## src/rtl/cache_fill_ctrl_if.sv

```systemverilog
// Bus between cache_fill_ctrl and its surroundings: request, tag/LRU reads, memory, fill/LRU writes.
// The master side is the pipeline plus arrays plus memory; the slave side is the controller.
interface cache_fill_ctrl_if #(
   parameter int SETS  = 64,
   parameter int WORDS = 8
);
   localparam int IDX_W = $clog2(SETS);
   localparam int OFF_W = $clog2(WORDS);
   localparam int TAG_W = 16 - IDX_W - OFF_W - 1;

   logic              req_valid;
   logic              req_write;
   logic [15:0]       req_addr;
   logic              way0_valid;
   logic              way1_valid;
   logic [TAG_W-1:0]  way0_tag;
   logic [TAG_W-1:0]  way1_tag;
   logic              lru_way0_isLRU;
   logic              mem_data_valid;

   logic              hit;
   logic              hit_way;
   logic              stall;
   logic              mem_en;
   logic [15:0]       mem_addr;
   logic              fill_we;
   logic              fill_way;
   logic [OFF_W-1:0]  fill_word;
   logic              tag_we;
   logic              lru_we;
   logic [SETS-1:0]   lru_set_en;
   logic              lru_block;

   modport master (
      output req_valid, req_write, req_addr,
      output way0_valid, way1_valid, way0_tag, way1_tag, lru_way0_isLRU,
      output mem_data_valid,
      input  hit, hit_way, stall, mem_en, mem_addr,
      input  fill_we, fill_way, fill_word, tag_we,
      input  lru_we, lru_set_en, lru_block
   );

   modport slave (
      input  req_valid, req_write, req_addr,
      input  way0_valid, way1_valid, way0_tag, way1_tag, lru_way0_isLRU,
      input  mem_data_valid,
      output hit, hit_way, stall, mem_en, mem_addr,
      output fill_we, fill_way, fill_word, tag_we,
      output lru_we, lru_set_en, lru_block
   );
endinterface

```

## src/rtl/cache_fill_ctrl.sv

```systemverilog
// Hit/miss and block-fill controller for a 2-way set-associative cache with per-set LRU.
// Define CACHE_WRITE_ALLOC_EN to make store misses allocate; otherwise they bypass the cache.
module cache_fill_ctrl #(
   parameter int SETS  = 64,
   parameter int WORDS = 8
) (
   input  logic             clk,
   input  logic             rst,
   cache_fill_ctrl_if.slave bus
);
   localparam int IDX_W = $clog2(SETS);
   localparam int OFF_W = $clog2(WORDS);
   localparam int TAG_W = 16 - IDX_W - OFF_W - 1;

`ifdef CACHE_WRITE_ALLOC_EN
   localparam bit WRITE_ALLOC = 1'b1;
`else
   localparam bit WRITE_ALLOC = 1'b0;
`endif

   typedef enum logic {IDLE, FILL} state_t;

   state_t            state;
   state_t            state_next;
   logic [TAG_W-1:0]  lat_tag;
   logic [IDX_W-1:0]  lat_index;
   logic              victim;
   logic [OFF_W-1:0]  issue_cnt;
   logic              issue_done;
   logic [OFF_W-1:0]  recv_cnt;

   logic [TAG_W-1:0]  req_tag;
   logic [IDX_W-1:0]  req_index;
   logic              hit0;
   logic              hit1;
   logic              any_hit;
   logic              hit_way_sel;
   logic              allocate;
   logic              victim_sel;
   logic              issue_last;
   logic              recv_last;
   logic              start_fill;
   logic              unused_addr_bits;

   logic              hit_o;
   logic              hit_way_o;
   logic              stall_o;
   logic              mem_en_o;
   logic [15:0]       mem_addr_o;
   logic              fill_we_o;
   logic              fill_way_o;
   logic [OFF_W-1:0]  fill_word_o;
   logic              tag_we_o;
   logic              lru_we_o;
   logic [SETS-1:0]   lru_set_en_o;
   logic              lru_block_o;

   assign req_tag          = bus.req_addr[15 -: TAG_W];
   assign req_index        = bus.req_addr[OFF_W+1 +: IDX_W];
   assign unused_addr_bits = ^bus.req_addr[OFF_W:0];

   // Way 0 takes priority when both ways report a match.
   assign hit0        = bus.way0_valid && (bus.way0_tag == req_tag);
   assign hit1        = bus.way1_valid && (bus.way1_tag == req_tag);
   assign any_hit     = hit0 || hit1;
   assign hit_way_sel = !hit0;
   assign allocate    = !bus.req_write || WRITE_ALLOC;

   // Prefer an empty way; only consult LRU when the set is full.
   assign victim_sel  = !bus.way0_valid ? 1'b0 :
                        !bus.way1_valid ? 1'b1 :
                        (bus.lru_way0_isLRU ? 1'b0 : 1'b1);

   assign issue_last  = (issue_cnt == OFF_W'(WORDS - 1));
   assign recv_last   = (recv_cnt  == OFF_W'(WORDS - 1));

   always_ff @(posedge clk or posedge rst) begin
      if (rst) begin
         state      <= IDLE;
         lat_tag    <= '0;
         lat_index  <= '0;
         victim     <= 1'b0;
         issue_cnt  <= '0;
         issue_done <= 1'b0;
         recv_cnt   <= '0;
      end else begin
         state <= state_next;
         if (start_fill) begin
            lat_tag    <= req_tag;
            lat_index  <= req_index;
            victim     <= victim_sel;
            issue_cnt  <= '0;
            issue_done <= 1'b0;
            recv_cnt   <= '0;
         end else if (state == FILL) begin
            if (!issue_done) begin
               if (issue_last) begin
                  issue_done <= 1'b1;
               end else begin
                  issue_cnt <= issue_cnt + OFF_W'(1);
               end
            end
            if (bus.mem_data_valid && !recv_last) begin
               recv_cnt <= recv_cnt + OFF_W'(1);
            end
         end
      end
   end

   // Outputs are held at zero for as long as reset is asserted.
   always_comb begin
      state_next   = state;
      start_fill   = 1'b0;
      hit_o        = 1'b0;
      hit_way_o    = 1'b0;
      stall_o      = 1'b0;
      mem_en_o     = 1'b0;
      mem_addr_o   = '0;
      fill_we_o    = 1'b0;
      fill_way_o   = 1'b0;
      fill_word_o  = '0;
      tag_we_o     = 1'b0;
      lru_we_o     = 1'b0;
      lru_set_en_o = '0;
      lru_block_o  = 1'b0;
      if (!rst) begin
         case (state)
            IDLE: begin
               if (bus.req_valid) begin
                  if (any_hit) begin
                     hit_o        = 1'b1;
                     hit_way_o    = hit_way_sel;
                     lru_we_o     = 1'b1;
                     lru_set_en_o = SETS'(1) << req_index;
                     lru_block_o  = ~hit_way_sel;
                  end else if (allocate) begin
                     stall_o    = 1'b1;
                     start_fill = 1'b1;
                     state_next = FILL;
                  end
               end
            end
            FILL: begin
               stall_o = 1'b1;
               if (!issue_done) begin
                  mem_en_o   = 1'b1;
                  mem_addr_o = {lat_tag, lat_index, issue_cnt, 1'b0};
               end
               if (bus.mem_data_valid) begin
                  fill_we_o   = 1'b1;
                  fill_way_o  = victim;
                  fill_word_o = recv_cnt;
                  // Last word: install the tag and mark the other way LRU.
                  if (recv_last) begin
                     tag_we_o     = 1'b1;
                     lru_we_o     = 1'b1;
                     lru_set_en_o = SETS'(1) << lat_index;
                     lru_block_o  = ~victim;
                     state_next   = IDLE;
                  end
               end
            end
            default: state_next = IDLE;
         endcase
      end
   end

   assign bus.hit        = hit_o;
   assign bus.hit_way    = hit_way_o;
   assign bus.stall      = stall_o;
   assign bus.mem_en     = mem_en_o;
   assign bus.mem_addr   = mem_addr_o;
   assign bus.fill_we    = fill_we_o;
   assign bus.fill_way   = fill_way_o;
   assign bus.fill_word  = fill_word_o;
   assign bus.tag_we     = tag_we_o;
   assign bus.lru_we     = lru_we_o;
   assign bus.lru_set_en = lru_set_en_o;
   assign bus.lru_block  = lru_block_o;
endmodule

```

## src/flat_wrapper.sv

```systemverilog
// flat-port wrapper written by rule: the top's interface ports become plain ports
module cache_fill_ctrl_flat 
#(
   parameter int SETS  = 64,
   parameter int WORDS = 8
)
  (clk, rst, bus_req_valid, bus_req_write, bus_req_addr, bus_way0_valid, bus_way1_valid, bus_way0_tag, bus_way1_tag, bus_lru_way0_isLRU, bus_mem_data_valid, bus_hit, bus_hit_way, bus_stall, bus_mem_en, bus_mem_addr, bus_fill_we, bus_fill_way, bus_fill_word, bus_tag_we, bus_lru_we, bus_lru_set_en, bus_lru_block);
  cache_fill_ctrl_if #(.SETS(SETS), .WORDS(WORDS)) bus_i ();
  input  logic clk;
  input  logic rst;
  input wire logic [$bits(bus_i.req_valid)-1:0] bus_req_valid;
  input wire logic [$bits(bus_i.req_write)-1:0] bus_req_write;
  input wire logic [$bits(bus_i.req_addr)-1:0] bus_req_addr;
  input wire logic [$bits(bus_i.way0_valid)-1:0] bus_way0_valid;
  input wire logic [$bits(bus_i.way1_valid)-1:0] bus_way1_valid;
  input wire logic [$bits(bus_i.way0_tag)-1:0] bus_way0_tag;
  input wire logic [$bits(bus_i.way1_tag)-1:0] bus_way1_tag;
  input wire logic [$bits(bus_i.lru_way0_isLRU)-1:0] bus_lru_way0_isLRU;
  input wire logic [$bits(bus_i.mem_data_valid)-1:0] bus_mem_data_valid;
  output wire logic [$bits(bus_i.hit)-1:0] bus_hit;
  output wire logic [$bits(bus_i.hit_way)-1:0] bus_hit_way;
  output wire logic [$bits(bus_i.stall)-1:0] bus_stall;
  output wire logic [$bits(bus_i.mem_en)-1:0] bus_mem_en;
  output wire logic [$bits(bus_i.mem_addr)-1:0] bus_mem_addr;
  output wire logic [$bits(bus_i.fill_we)-1:0] bus_fill_we;
  output wire logic [$bits(bus_i.fill_way)-1:0] bus_fill_way;
  output wire logic [$bits(bus_i.fill_word)-1:0] bus_fill_word;
  output wire logic [$bits(bus_i.tag_we)-1:0] bus_tag_we;
  output wire logic [$bits(bus_i.lru_we)-1:0] bus_lru_we;
  output wire logic [$bits(bus_i.lru_set_en)-1:0] bus_lru_set_en;
  output wire logic [$bits(bus_i.lru_block)-1:0] bus_lru_block;
  assign bus_i.req_valid = bus_req_valid;
  assign bus_i.req_write = bus_req_write;
  assign bus_i.req_addr = bus_req_addr;
  assign bus_i.way0_valid = bus_way0_valid;
  assign bus_i.way1_valid = bus_way1_valid;
  assign bus_i.way0_tag = bus_way0_tag;
  assign bus_i.way1_tag = bus_way1_tag;
  assign bus_i.lru_way0_isLRU = bus_lru_way0_isLRU;
  assign bus_i.mem_data_valid = bus_mem_data_valid;
  assign bus_hit = bus_i.hit;
  assign bus_hit_way = bus_i.hit_way;
  assign bus_stall = bus_i.stall;
  assign bus_mem_en = bus_i.mem_en;
  assign bus_mem_addr = bus_i.mem_addr;
  assign bus_fill_we = bus_i.fill_we;
  assign bus_fill_way = bus_i.fill_way;
  assign bus_fill_word = bus_i.fill_word;
  assign bus_tag_we = bus_i.tag_we;
  assign bus_lru_we = bus_i.lru_we;
  assign bus_lru_set_en = bus_i.lru_set_en;
  assign bus_lru_block = bus_i.lru_block;
  cache_fill_ctrl #(.SETS(SETS), .WORDS(WORDS)) u_core (.clk(clk), .rst(rst), .bus(bus_i));
endmodule
```

## config.mk

```make
export PLATFORM = sky130hd
export DESIGN_NAME = cache_fill_ctrl_flat
export DESIGN_NICKNAME = d
export VERILOG_FILES = /design/src/rtl/cache_fill_ctrl_if.sv /design/src/rtl/cache_fill_ctrl.sv /design/src/flat_wrapper.sv
export SDC_FILE = /design/constraint.sdc
export NUM_CORES = 1
export LEC_CHECK = 0
export ABC_AREA = 1
export CORE_MARGIN = 2
export CORE_UTILIZATION = 30
export CTS_CLUSTER_DIAMETER = 30
export DETAILED_ROUTE_END_ITERATION = 10
export PLACE_DENSITY = 0.7
export SETUP_SLACK_MARGIN = 0.02
export SKIP_CTS_REPAIR_TIMING = 1
export SLEW_MARGIN = 20
export SYNTH_ARGS = -nofsm -noshare
export SYNTH_HDL_FRONTEND = slang
export SYNTH_SLANG_ARGS = --single-unit
```

## constraint.sdc

```tcl
create_clock -name clk -period 4.6 [get_ports clk]
set_input_delay 0.92 -clock clk [delete_from_list [all_inputs] [get_ports clk]]
set_output_delay 0.92 -clock clk [all_outputs]
set_load 0.05 [all_outputs]
```

* Yosys cells after proc, flatten, opt, wreduce, memory -nomap -nowiden
Cells that the tools add are included.
** Cells by class
- $add $sub $neg :: 2
- Equality and inequality tests :: 6
- Shift operators :: 2
- Muxes and demuxes :: 65
- Bitwise gates (word level) :: 2
- Reduce and logical (&&, ||, !) cells :: 10
** Operators by type and width (count)
- 2-to-1 mux 64 bit :: 5
- one-hot mux 64 bit (2 select lines) :: 1
- left shift 1 x 6 -> 64 bit, first input constant :: 2
- 2-to-1 mux 16 bit :: 3
- 2-to-1 mux 1 bit :: 42
- 2-to-1 mux 3 bit :: 10
- == test 6 bit :: 2
- one-hot mux 1 bit (2 select lines) :: 4
- adder 3 x 1 -> 3 bit, second input constant :: 2
- == test 3 bit, second input constant :: 2
- inequality test 2 bit, second input constant :: 2
- nonzero test 2 bit :: 2
- logical AND 1 bit :: 3
- AND reduction 3 bit :: 1
- logical NOT 1 bit :: 2
- NOT 1 bit :: 2
- AND reduction 2 bit :: 1
- logical OR 1 bit :: 1
** Word-level totals
- Flip-flop bits (word level) :: 21
- Input bits :: 36
- Output and inout bits :: 92

* Longest topological paths before layout
- Word-level depth :: 9
- Gate-level depth with buffers :: 11
- Gate-level depth less buffers :: 10

* Worst setup path after synthesis
Ideal clock, no wire load.
- Path kind :: in2out
- From :: input rst
- To :: output bus_mem_addr[10]
- Arrival time :: 3.356 ns
- Slack :: 0.324 ns
- Stages :: 5
- Path through :: buf_2 > nor3_1 > inv_2 > clkbuf_1 > nor2_1
** On the way
- Longest elaborated chain between the ends :: 1
** RTL lines
- from (decl) :: RTL line flat_wrapper.sv:10 : input logic rst;
- 2-to-1 mux 16 bit :: RTL line cache_fill_ctrl.sv:126 : if (!rst) begin
- to (decl) :: RTL line flat_wrapper.sv:24 : output wire logic [$bits(bus_i.mem_addr)-1:0] bus_mem_addr;
Every way passes these cells.

* Worst setup path after layout
- From :: input bus_req_addr[15]
- To :: output bus_stall
** On the way
- Longest elaborated chain between the ends :: 7
- Elaborated cells between the ends (all ways) :: 9
** RTL lines
- from (decl) :: RTL line flat_wrapper.sv:13 : input wire logic [$bits(bus_i.req_addr)-1:0] bus_req_addr;
- == test 6 bit (on tied branches) :: RTL line cache_fill_ctrl.sv:63, cache_fill_ctrl.sv:64
- logical AND 1 bit (on tied branches) :: RTL line cache_fill_ctrl.sv:63, cache_fill_ctrl.sv:64
- logical OR 1 bit (*) :: RTL line cache_fill_ctrl.sv:65 : assign any_hit = hit0 || hit1;
- 2-to-1 mux 1 bit (*) :: RTL line cache_fill_ctrl.sv:130 : if (any_hit) begin
- 2-to-1 mux 1 bit (*) :: RTL line cache_fill_ctrl.sv:129 : if (bus.req_valid) begin
- one-hot mux 1 bit (2 select lines) (*) :: RTL line cache_fill_ctrl.sv:127 : case (state)
- 2-to-1 mux 1 bit (*) :: RTL line cache_fill_ctrl.sv:126
- to (decl) :: RTL line flat_wrapper.sv:22 : output wire logic [$bits(bus_i.stall)-1:0] bus_stall;
Mark *: on every way between the ends. The rest lies on a longest branch, timed or not.

==> results.txt <==
Pwr Density - 222 nW/um2
Register area share after synthesis - 16.0%
WP data required - 3.68 ns
Total die area - 11800 um2
Top-count cell post-synth - nand2_1
Crit end category - output port
Synth unique cells - 33
Setup tns final - 0 ns
Synthesized Nets - 629
Final Hold Vio Count - 0
Pre-CTS WS - 0.302 ns
Worst Path Max Fanout - 15
Outcome - completed
Final ANT Viol Nets - 0
Cell taking the most area after synthesis - nand2_1
Tot GR Track Use - 20.1%
H-tree depth - 1
Unrepaired setup endpoints after global routing - false
Vias in the first global route - 3641
Post-synth ARST share - 100%
WL per Instance - 14.4 um
Setup Crit Path Kind - in -> out
Nets - 730
Synth top cells by count - nand2_1 (209), nor2_1 (100), o21ai_2 (58), inv_1 (49), nand4_1 (30)
Reg2Reg Depth - 5
Post-synth EDFFs - 0
Initial Util - 30.6%
DRC errors left - 0
# rows - 38
Final max-slew violation count - 0
Slowest cell on crit path - clkdlybuf4s50_1
Overflow after GRT - 0
CP max stage delay - 0.83 ns
Cells after synthesis - 589
F_max - 233 MHz
Part of the cycle the worst path needs - 93.4%
Worst Max-Slew Pin Slew - 0.724 ns
Layout cells sized above 1 - 23.2%
CTS max path bufs - 2
DRT Pass-1 Iters - 5
Final worst setup slack - 0.305 ns
Fin crit period - 4.29 ns
Top-Level Pins - 128
Overall power - 1.17 mW
Hold Path Class - reg -> reg
Worst hold slack - 0.473 ns
GPL Wtd Cong - 0.939
Area growth, synth to finish - 60.1%
Logic gate share of total power - 56.5%
Setup violations, final - 0
Initial drt markers - 316
Max rail drop VDD - 0.000146 V
CP Cell Sequence - clkdlybuf4s50_1 > inv_2 > nor2_1 > nor2_1 > nand2_1 > nor2_1 > nor2_2 > nand2_1 > o21ai_0 > clkdlybuf4s50_1
Vias per cell - 4.97
Lkg Pwr - 2.20 nW
Clock latency on the worst-skew pair - 0.27 ns
Yosys reg bits - 21
Psw - 0.630 mW
Clk sinks - 21
Fin util - 49.0%
Post-detail-place hpwl - 9.33 mm
Die X - 109 um
Internal power - 0.538 mW
Syn Area/Cell - 5.58 um2
Clk_skew - 0.00869 ns
Sequential Power Share - 33.2%
CP most frequent cell - nor2_1
Top-area cell type share of the netlist area - 23.9%
Largest net degree at the start of global routing - 34
Synth warn - 0
CTS tree - done
Initial antenna violation count - 0
CTS root buf - clkbuf_8
Critical Path AT - 3.37 ns
Routed WL - 11.9 mm
Number of diodes - 0
Core ar. - 10700 um2
TritonCTS buffer count - 3
Die H - 109 um
Routed vias - 4118
CP Launch Type - primary input
Hold path depth - 2
First-pass GRT wire length - 19.0 mm
Port Buffers - 122
Dominant synthesized flop cell - dfrtp_1
Max transition margin - 51.7%
Clock network fraction of total power - 10.3%
Clk slew on worst S/H paths - 0.07 ns
Synthesized cell area - 3290 um2
Ranking of synthesized cells by area - nand2_1 (24%), dfrtp_1 (16%), o21ai_2 (15%), nor2_1 (11%), nand4_1 (5.7%)
Switch share - 53.9%
Max-Cap Viols - 0
==> final timing paths <==
kind	slack, ns	start	end
max in group asynchronous	3.05	rst	u_core.lat_index[5]
max reg2reg	2.92	u_core.state	u_core.issue_cnt[0]
min	0.47	u_core.lat_tag[1]	u_core.lat_tag[1]
max	0.31	bus_req_addr[15]	bus_stall
min reg2reg	0.47	u_core.lat_tag[1]	u_core.lat_tag[1]
min in group asynchronous	1.34	rst	u_core.lat_tag[2]
==> cell families (layout without fill, tap and decap cells) <==
family / Yosys count / count (layout) / synth area share (%)
and+or+nand+nor: 385 / 385 / 49.9
buffers and inverters: 100 / 200 / 13.3
AOI/OAI and AO/OA: 74 / 74 / 18.0
DFF: 21 / 21 / 16.0
adders and majority gates: 4 / 4 / 1.52
xor gates and xnor gates: 4 / 4 / 1.07
other: 1 / 1 / 0.114
==> cell type report <==
class,instances,area (um2)
Clock inverter,1,5.00
Inverter,62,233
Multi-Input combinational cell,468,2320
Tap cell,140,175
Sequential cell,21,526
Clock buffer,3,41.3
Fill cell,1118,5480
Timing Repair Buffer,134,1960
==> flip-flops by register name, summed over array words and instances, names as in the netlist <==
| name | flops |
|---|---|
| u_core.lat_index | 6 |
| u_core.lat_tag | 6 |
| u_core.issue_cnt | 3 |
| u_core.recv_cnt | 3 |
| u_core.issue_done | 1 |
| u_core.state | 1 |
| u_core.victim | 1 |
==> through the flow <==
| step | instances | instance area [um2] |
|---|---|---|
| floorplan | 589 | 3290 |
| global placement | 825 | 5220 |
| detailed placement | 825 | 5220 |
| CTS | 829 | 5260 |
| global route | 829 | 5260 |
| finish | 829 | 5260 |
==> cells in the final DEF (no fill, tap or decap) <==
cell type,Yosys,final
buf_12,0,65
nor2_4,3,3
nand4_1,30,30
xnor2_1,2,2
nand2_2,2,2
nand2_4,1,1
o21ai_1,3,3
nand4_2,1,1
o22ai_1,2,2
nand3_1,21,21
clkinv_1,3,3
inv_2,10,10
a21boi_0,1,1
nor2_2,1,1
inv_1,49,49
xor2_1,2,2
o21ai_0,6,6
nor4_2,1,1
clkbuf_8,0,3
nor4_4,1,1
buf_4,2,13
clkinv_2,0,1
and2_1,1,1
conb_1,1,1
a21oi_1,4,4
nor4_1,2,2
ha_1,4,4
clkdlybuf4s50_1,0,56
o21ai_2,58,58
dfrtp_1,21,21
nand2_1,209,209
nor2_1,100,100
nor3_1,12,12
==> worst max-delay path: cells and delay by family <==
kind | cells | cell delay [ns]
buffers and inverters | 3 | 1.51
AND/OR/NAND/NOR | 6 | 0.85
AO/OA/AOI/OAI | 1 | 0.10
==> metal layers <==
metal	wire length [um]	share of wire, %	global-route usage, %
met4	261	2.2	4.95
met2	5560	47	31.5
met1	5230	44	28.5
met3	886	7.4	3.59
met5	0	0	0
==> power groups by stage <==
stage | Clock (mW) | Combinational, mW | Sequential, mW
6_report | 0.120 | 0.660 | 0.388
5_1_grt | 0.131 | 0.728 | 0.404
4_1_cts | 0.124 | 0.660 | 0.383
3_5_place_dp | 0 | 0.658 | 0.387
3_3_place_gp | 0 | 0.652 | 0.384
2_1_floorplan | 0 | 0.517 | 0.312
Note: power is estimated with default switching activity, not from simulation.
